**src/rtl/id_stage_pipe.sv**
```systemverilog
// Pipelined RISC-V instruction-decode stage: register file, immediate generation,
// load-use hazard detection and the ID/EX pipeline register.
module id_stage_pipe #(
    parameter int XLEN    = 64,
    parameter int NREG    = 32,
    parameter int RADDR_W = 5
) (
    input  logic               clk,
    input  logic               reset,
    input  logic               if_valid,
    input  logic [31:0]        if_instr,
    input  logic [XLEN-1:0]    if_pc,
    output logic               id_ready,
    input  logic               wb_we,
    input  logic [RADDR_W-1:0] wb_rd,
    input  logic [XLEN-1:0]    wb_data,
    input  logic               ex_stall,
    input  logic               flush,
    output logic               ex_valid,
    output logic [XLEN-1:0]    ex_pc,
    output logic [XLEN-1:0]    ex_rs1_data,
    output logic [XLEN-1:0]    ex_rs2_data,
    output logic [XLEN-1:0]    ex_imm,
    output logic [RADDR_W-1:0] ex_rs1,
    output logic [RADDR_W-1:0] ex_rs2,
    output logic [RADDR_W-1:0] ex_rd,
    output logic [6:0]         ex_opcode,
    output logic [2:0]         ex_funct3,
    output logic               ex_funct7b5,
    output logic               ex_is_load
);

    localparam logic [6:0] OP_LOAD   = 7'b0000011;
    localparam logic [6:0] OP_IMM    = 7'b0010011;
    localparam logic [6:0] OP_JALR   = 7'b1100111;
    localparam logic [6:0] OP_STORE  = 7'b0100011;
    localparam logic [6:0] OP_BRANCH = 7'b1100011;
    localparam logic [6:0] OP_LUI    = 7'b0110111;
    localparam logic [6:0] OP_AUIPC  = 7'b0010111;
    localparam logic [6:0] OP_JAL    = 7'b1101111;

    typedef enum logic [2:0] {
        FMT_NONE,
        FMT_I,
        FMT_S,
        FMT_B,
        FMT_U,
        FMT_J
    } imm_fmt_e;

    logic [6:0]         opcode;
    logic [2:0]         funct3;
    logic               funct7b5;
    logic [RADDR_W-1:0] rs1;
    logic [RADDR_W-1:0] rs2;
    logic [RADDR_W-1:0] rd;
    logic               is_load;

    assign opcode   = if_instr[6:0];
    assign rd       = if_instr[11:7];
    assign funct3   = if_instr[14:12];
    assign rs1      = if_instr[19:15];
    assign rs2      = if_instr[24:20];
    assign funct7b5 = if_instr[30];
    assign is_load  = (opcode == OP_LOAD);

    // x0 has no storage; it is hardwired to zero by the read ports.
    logic [XLEN-1:0] regs [1:NREG-1];

    always_ff @(posedge clk) begin
        if (reset) begin
            for (int i = 1; i < NREG; i++) begin
                regs[i] <= '0;
            end
        end else if (wb_we && wb_rd != '0) begin
            regs[wb_rd] <= wb_data;
        end
    end

    logic [XLEN-1:0] rs1_data;
    logic [XLEN-1:0] rs2_data;

    // Write-first read: a same-cycle writeback is forwarded to the operand.
    always_comb begin
        rs1_data = '0;
        if (rs1 == '0) begin
            rs1_data = '0;
        end else if (wb_we && wb_rd == rs1) begin
            rs1_data = wb_data;
        end else begin
            rs1_data = regs[rs1];
        end
    end

    always_comb begin
        rs2_data = '0;
        if (rs2 == '0) begin
            rs2_data = '0;
        end else if (wb_we && wb_rd == rs2) begin
            rs2_data = wb_data;
        end else begin
            rs2_data = regs[rs2];
        end
    end

    imm_fmt_e        imm_fmt;
    logic [XLEN-1:0] imm;

    always_comb begin
        imm_fmt = FMT_NONE;
        case (opcode)
            OP_LOAD, OP_IMM, OP_JALR: imm_fmt = FMT_I;
            OP_STORE:                 imm_fmt = FMT_S;
            OP_BRANCH:                imm_fmt = FMT_B;
            OP_LUI, OP_AUIPC:         imm_fmt = FMT_U;
            OP_JAL:                   imm_fmt = FMT_J;
            default:                  imm_fmt = FMT_NONE;
        endcase
    end

    always_comb begin
        imm = '0;
        case (imm_fmt)
            FMT_I: imm = {{(XLEN-12){if_instr[31]}}, if_instr[31:20]};
            FMT_S: imm = {{(XLEN-12){if_instr[31]}}, if_instr[31:25], if_instr[11:7]};
            FMT_B: imm = {{(XLEN-13){if_instr[31]}}, if_instr[31], if_instr[7],
                          if_instr[30:25], if_instr[11:8], 1'b0};
            FMT_U: imm = {{(XLEN-32){if_instr[31]}}, if_instr[31:12], 12'b0};
            FMT_J: imm = {{(XLEN-21){if_instr[31]}}, if_instr[31], if_instr[19:12],
                          if_instr[20], if_instr[30:21], 1'b0};
            default: imm = '0;
        endcase
    end

    logic load_use;
    logic hazard;

    // A load in EX cannot forward its result in time for a dependent instruction in ID.
    assign load_use = ex_valid && ex_is_load && (ex_rd != '0) && ((ex_rd == rs1) || (ex_rd == rs2));
    assign hazard   = if_valid && load_use;
    assign id_ready = !ex_stall && !hazard;

    always_ff @(posedge clk) begin
        if (reset) begin
            ex_valid    <= 1'b0;
            ex_pc       <= '0;
            ex_rs1_data <= '0;
            ex_rs2_data <= '0;
            ex_imm      <= '0;
            ex_rs1      <= '0;
            ex_rs2      <= '0;
            ex_rd       <= '0;
            ex_opcode   <= '0;
            ex_funct3   <= '0;
            ex_funct7b5 <= 1'b0;
            ex_is_load  <= 1'b0;
        end else if (flush) begin
            ex_valid <= 1'b0;
        end else if (!ex_stall) begin
            if (hazard) begin
                ex_valid <= 1'b0;
            end else begin
                ex_valid    <= if_valid;
                ex_pc       <= if_pc;
                ex_rs1_data <= rs1_data;
                ex_rs2_data <= rs2_data;
                ex_imm      <= imm;
                ex_rs1      <= rs1;
                ex_rs2      <= rs2;
                ex_rd       <= rd;
                ex_opcode   <= opcode;
                ex_funct3   <= funct3;
                ex_funct7b5 <= funct7b5;
                ex_is_load  <= is_load;
            end
        end
    end

endmodule

```
**config.mk**
```make
export PLATFORM = sky130hd
export DESIGN_NAME = id_stage_pipe
export DESIGN_NICKNAME = d
export VERILOG_FILES = /design/src/rtl/id_stage_pipe.sv
export SDC_FILE = /design/constraint.sdc
export NUM_CORES = 2
export LEC_CHECK = 0
export CAP_MARGIN = 20
export CORE_MARGIN = 2
export CORE_UTILIZATION = 49
export CTS_CLUSTER_SIZE = 30
export DETAILED_ROUTE_END_ITERATION = 8
export HOLD_SLACK_MARGIN = 0.15
export PLACE_DENSITY = 0.66
export SYNTH_ARGS = -nofsm -noshare
export SYNTH_HDL_FRONTEND = slang
export SYNTH_SLANG_ARGS = --single-unit
```
**constraint.sdc**
```tcl
create_clock -name clk -period 6.5 [get_ports clk]
set_input_delay 0.975 -clock clk [delete_from_list [all_inputs] [get_ports clk]]
set_output_delay 0.975 -clock clk [all_outputs]
set_load 0.01 [all_outputs]
```
* Word level (Yosys, flattened, before mapping)
Memories as Yosys holds them, arrays and structs flattened.
Index checks and enable logic that the tools add are counted.
** Operators by class
- Equal/unequal tests :: 17
- Muxes and demuxes :: 15
- Bitwise logic cells :: 3
- Reduce and logical (&&, ||, !) cells :: 20
** Operators with widths (number)
- 64-bit 2-to-1 mux :: 5
- 64-bit one-hot mux with 5 select lines :: 1
- 64-bit OR reduction :: 1
- 7-bit equality test (second input constant) :: 3
- 5-bit equality test :: 4
- 3-bit one-hot mux with 5 select lines :: 1
- 7-bit by 5-bit equality test with 1-bit output (second input constant) :: 2
- 7-bit by 6-bit equality test with 1-bit output (second input constant) :: 2
- 5-bit logical NOT :: 2
- 5-bit nonzero test :: 2
- 1-bit logical AND :: 8
- 7-bit by 2-bit equality test with 1-bit output (second input constant) :: 1
- 1-bit 2-to-1 mux :: 7
- 3-bit by 2-bit equality test with 1-bit output (second input constant) :: 2
- 3-bit equality test (second input constant) :: 2
- 5-bit 2-to-1 mux :: 1
- 2-bit OR reduction :: 2
- 3-bit by 1-bit equality test with 1-bit output (second input constant) :: 1
- 1-bit inverter :: 3
- 3-bit AND reduction :: 1
- 3-bit OR reduction :: 1
- 1-bit logical NOT :: 2
- 1-bit logical OR :: 1
** Storage, ports and cells
- Register bits after elaboration :: 284
- Bits in writable memories :: 1984
- Bits of input ports :: 171
- Output and inout port bits :: 285
- Word-level logic and storage cells :: 68
- Memories kept :: 1
** Memories
- regs :: words 31, width 64, read ports 2, clocked after Yosys merged registers in 0, write ports 31, RTL line 68 : logic [XLEN-1:0] regs [1:NREG-1];

* Depth between registers and ports, before layout
- Depth after elaboration :: 7
- Gate-level depth with buffers :: 11
- Depth with buffers taken out :: 6

* Worst setup path after synthesis
No wires, ideal clock.
- Path type :: in2reg
- Start point :: input port wb_rd[2]
- End point :: memory regs[20][0], enable pin
- Library setup time :: 0.575 ns
- Data arrival time :: 6.395 ns
- Required time :: 5.925 ns
- Path slack :: -0.470 ns
- Cell stages on the path :: 6
- Path buffers :: 3
- Cells stage by stage :: buf_2 > or3_1 > clkbuf_1 > nand4bb_1 > clkbuf_1 > o21ai_0
** RTL lines
- start: declaration :: RTL line 15 : input logic [RADDR_W-1:0] wb_rd,
- end: declaration :: RTL line 68

==> flow_metrics.env <==
export IMPL_crit_arrival_ns=5.08
export IMPL_slowest_stage="buf_4"
export IMPL_clock_sinks=2300
export IMPL_met1_usage_pct=47.8
export IMPL_period_share_pct=66.4
export IMPL_skew_ns=0.0430
export IMPL_synth_async_reset_ratio_pct=0
export IMPL_grtUsageTotal_pct=35.2
export IMPL_reg2reg_to="ex_rs1_data[37]"
export IMPL_setup_viol=0
export IMPL_drt_total_wl_um=438000
export IMPL_drt_iter0_drc=15200
export IMPL_ys_seq_area_share_pct=56.3
export IMPL_r2r_setup_slack_ns=3.27
export IMPL_rows=180
export IMPL_reg2reg_depth=7
export IMPL_timing_rr_start="ex_rd[4]"
export IMPL_grt_antenna_before_repair=52
export IMPL_cts_clk_slew_worst_paths_ns=0.06
export IMPL_wl_per_cell_um=37.3
export IMPL_yosysTopAreaCell="edfxtp_1"
export IMPL_ys_seq_elements=2300
export IMPL_maxCapViolCount=0
export IMPL_cts_root_buf="clkbuf_16"
export IMPL_cts_buffers=275
export IMPL_worstHoldPathCells=2
export IMPL_drive_above_1_share_pct=20.1
export IMPL_critPathCaptureType="register"
export IMPL_max_freq_ghz=0.232
export IMPL_met2_usage_pct=53.6
export IMPL_area_growth_pct=14.9
export IMPL_worst_setup_path_type="primary input to register"
export IMPL_cts_tree="built"
export IMPL_use_met3_pct=8.63
export IMPL_synthTopCellsByArea="edfxtp_1 52%, mux4_2 17%, and2_1 11%"
export IMPL_core_mm2=0.240
export IMPL_grt_pass1_vias=78700
export IMPL_pin_count=456
export IMPL_antenna_left=0
export IMPL_synth_distinct_cells=59
export IMPL_die_area_mm2=0.245
export IMPL_grt_overflow=0
export IMPL_final_nets=8502
export IMPL_place_gp_congestion=0.871
export IMPL_totalPowerFinal_mw=36.8
export IMPL_critical_path_max_stage_delay_ns=0.92
export IMPL_tightest_slew_ns=1.24
export IMPL_hold_class="primary input to register"
export IMPL_hold_viol=0
export IMPL_grt_pass1_wl_um=606000
export IMPL_start_util_pct=49.2
export IMPL_p_leak_nw=47.0
export IMPL_busiest_layer="met2"
export IMPL_hp_start="reset"
export IMPL_syn_cell_area_mm2=0.118
export IMPL_dr_pass1_iters=6
export IMPL_cts_hold_buf=0
export IMPL_io_buffers=455
export IMPL_cp_data_required_time_ns=7.26
export IMPL_slew_viol_final=0
export IMPL_synth_most_common_cell="edfxtp_1"
export IMPL_grt_max_degree=119
export IMPL_syn_avg_cell_area_um2=14.5
export IMPL_clockBufferDepth=4
export IMPL_die_w_um=495
export IMPL_drc=0
export IMPL_synth_flop_cell="edfxtp_1"
export IMPL_worstPathMaxFanout=43
export IMPL_slew_headroom_pct=17.0
export IMPL_post_dp_hpwl_um=245000
export IMPL_status="finished clean"
export IMPL_fp_dieH_um=495
export IMPL_cts_max_level=5
export IMPL_irDropWorstVdd_v=0.000254
export IMPL_viasPerCell=6.88
export IMPL_synth_common_cells="2,048 x edfxtp_1, 1,987 x and2_1, 889 x mux4_2"
export IMPL_tns_ns=0
export IMPL_synth_cells=8172
export IMPL_cts_resized=0
export IMPL_vias=80800
export IMPL_synth_top_area_share_pct=52.0
export IMPL_powerDensity_mw_per_mm2=271
export IMPL_startpoint_type="primary input"
export IMPL_synth_edf_count=2048
export IMPL_worstPathCellList="clkdlybuf4s50_1 -> or3_1 -> nand4bb_2 -> buf_4 -> nor2_4 -> buf_4 -> and2_1"
export IMPL_fin_crit_ns=4.32
export IMPL_min_to="ex_is_load"
export IMPL_rsz0062_at_grt="false"
export IMPL_cpMostUsedCell="buf_4"
export IMPL_yosys_warnings=0
export IMPL_cts_setup_buffers=0
export IMPL_insertion_delay_ns=0.94
==> power by group <==
group          switching (mW)  total [mW]  internal (mW)  leakage, nW
sequential              0.475        17.4           16.9         21.6
combinational            2.43        4.26           1.82         21.2
clock                    6.21        15.2           8.97         4.26
==> per-stage QoR <==
stage	util [%]	hold slack, ns	cell area [µm²]	std cells	setup slack [ns]
6_report	56.6	0.398	136000	11700	2.18
5_1_grt	56.5	0.375	136000	11700	2.17
4_1_cts	56.2	0.350	135000	11700	2.23
3_5_place_dp	52.6	0.445	126000	11200	1.44
3_3_place_gp	52.6	0.442	126000	11200	1.56
2_1_floorplan	-	0.476	119000	8235	-0.470
==> state kept, by name (all words and copies together), names as in the netlist <==
register	flops
ex_rs1_data	64
ex_rs1	5
ex_pc	64
regs	2048
ex_imm	32
ex_valid	1
ex_rs2	5
ex_is_load	1
ex_funct3	3
ex_opcode	7
ex_rd	5
ex_rs2_data	64
ex_funct7b5	1
==> routing by layer <==
layer	vias to the layer above	routed length, µm
met5	-	189
met4	20	23400
met3	1305	58400
met2	6683	198000
met1	41200	157000
li1	31600	-
==> worst max path at each step <==
stage | start | end | cells after the start
after floorplan | wb_rd[2] | regs[20][0] | 6
after global placement | wb_rd[2] | regs[16][40] | 7
after detailed placement | wb_rd[2] | regs[16][35] | 7
after CTS | if_instr[18] | id_ready | 8
after global routing | if_instr[18] | id_ready | 8
final | wb_rd[2] | regs[16][25] | 7
==> worst max-delay path: cells and delay by family <==
| family | cells | cell delay [ns] |
|---|---|---|
| simple gates | 4 | 1.89 |
| buf+inv | 3 | 2.11 |
==> kinds of logic (layout without fill, tap and decap cells) <==
group,after synthesis,in the layout,share of synthesized area (%)
mux,1475,1475,22.0
buf+inv,920,1217,3.41
simple gates,2620,2620,13.2
xor+xnor,20,20,0.148
flops,2300,2300,56.3
compound gates,836,836,5.05
other cells,1,88,0.00317
==> cell type report <==
class,count,area (µm²)
multi-input combinational,5015,48700
inverter,7,28.8
sequential,2300,66500
clock buffer,374,7720
tap,3185,3990
fill,18700,104000
clock inverter,104,945
timing repair buffer,732,7960
antenna,24,60.1
==> placed cells by master, fill, tap and decap left out, drive strengths merged, types with 35 or more instances in the layout <==
cell type and count:
edfxtp 2048, and2 1987, mux4 889, mux2i 521, clkdlybuf4s50 445, clkbuf 382, buf 279, nand2 265
dfxtp 252, a21oi 247, a22oi 135, o22ai 96, clkinv 79, nor2b 70, nor4 69, nand2b 67
mux2 65, a221o 64, conb 64, a32o 63, nor2 52, nand3 47, a221oi 36, o2111ai 35
nand4 35
(Power assumes the default switching activity.)
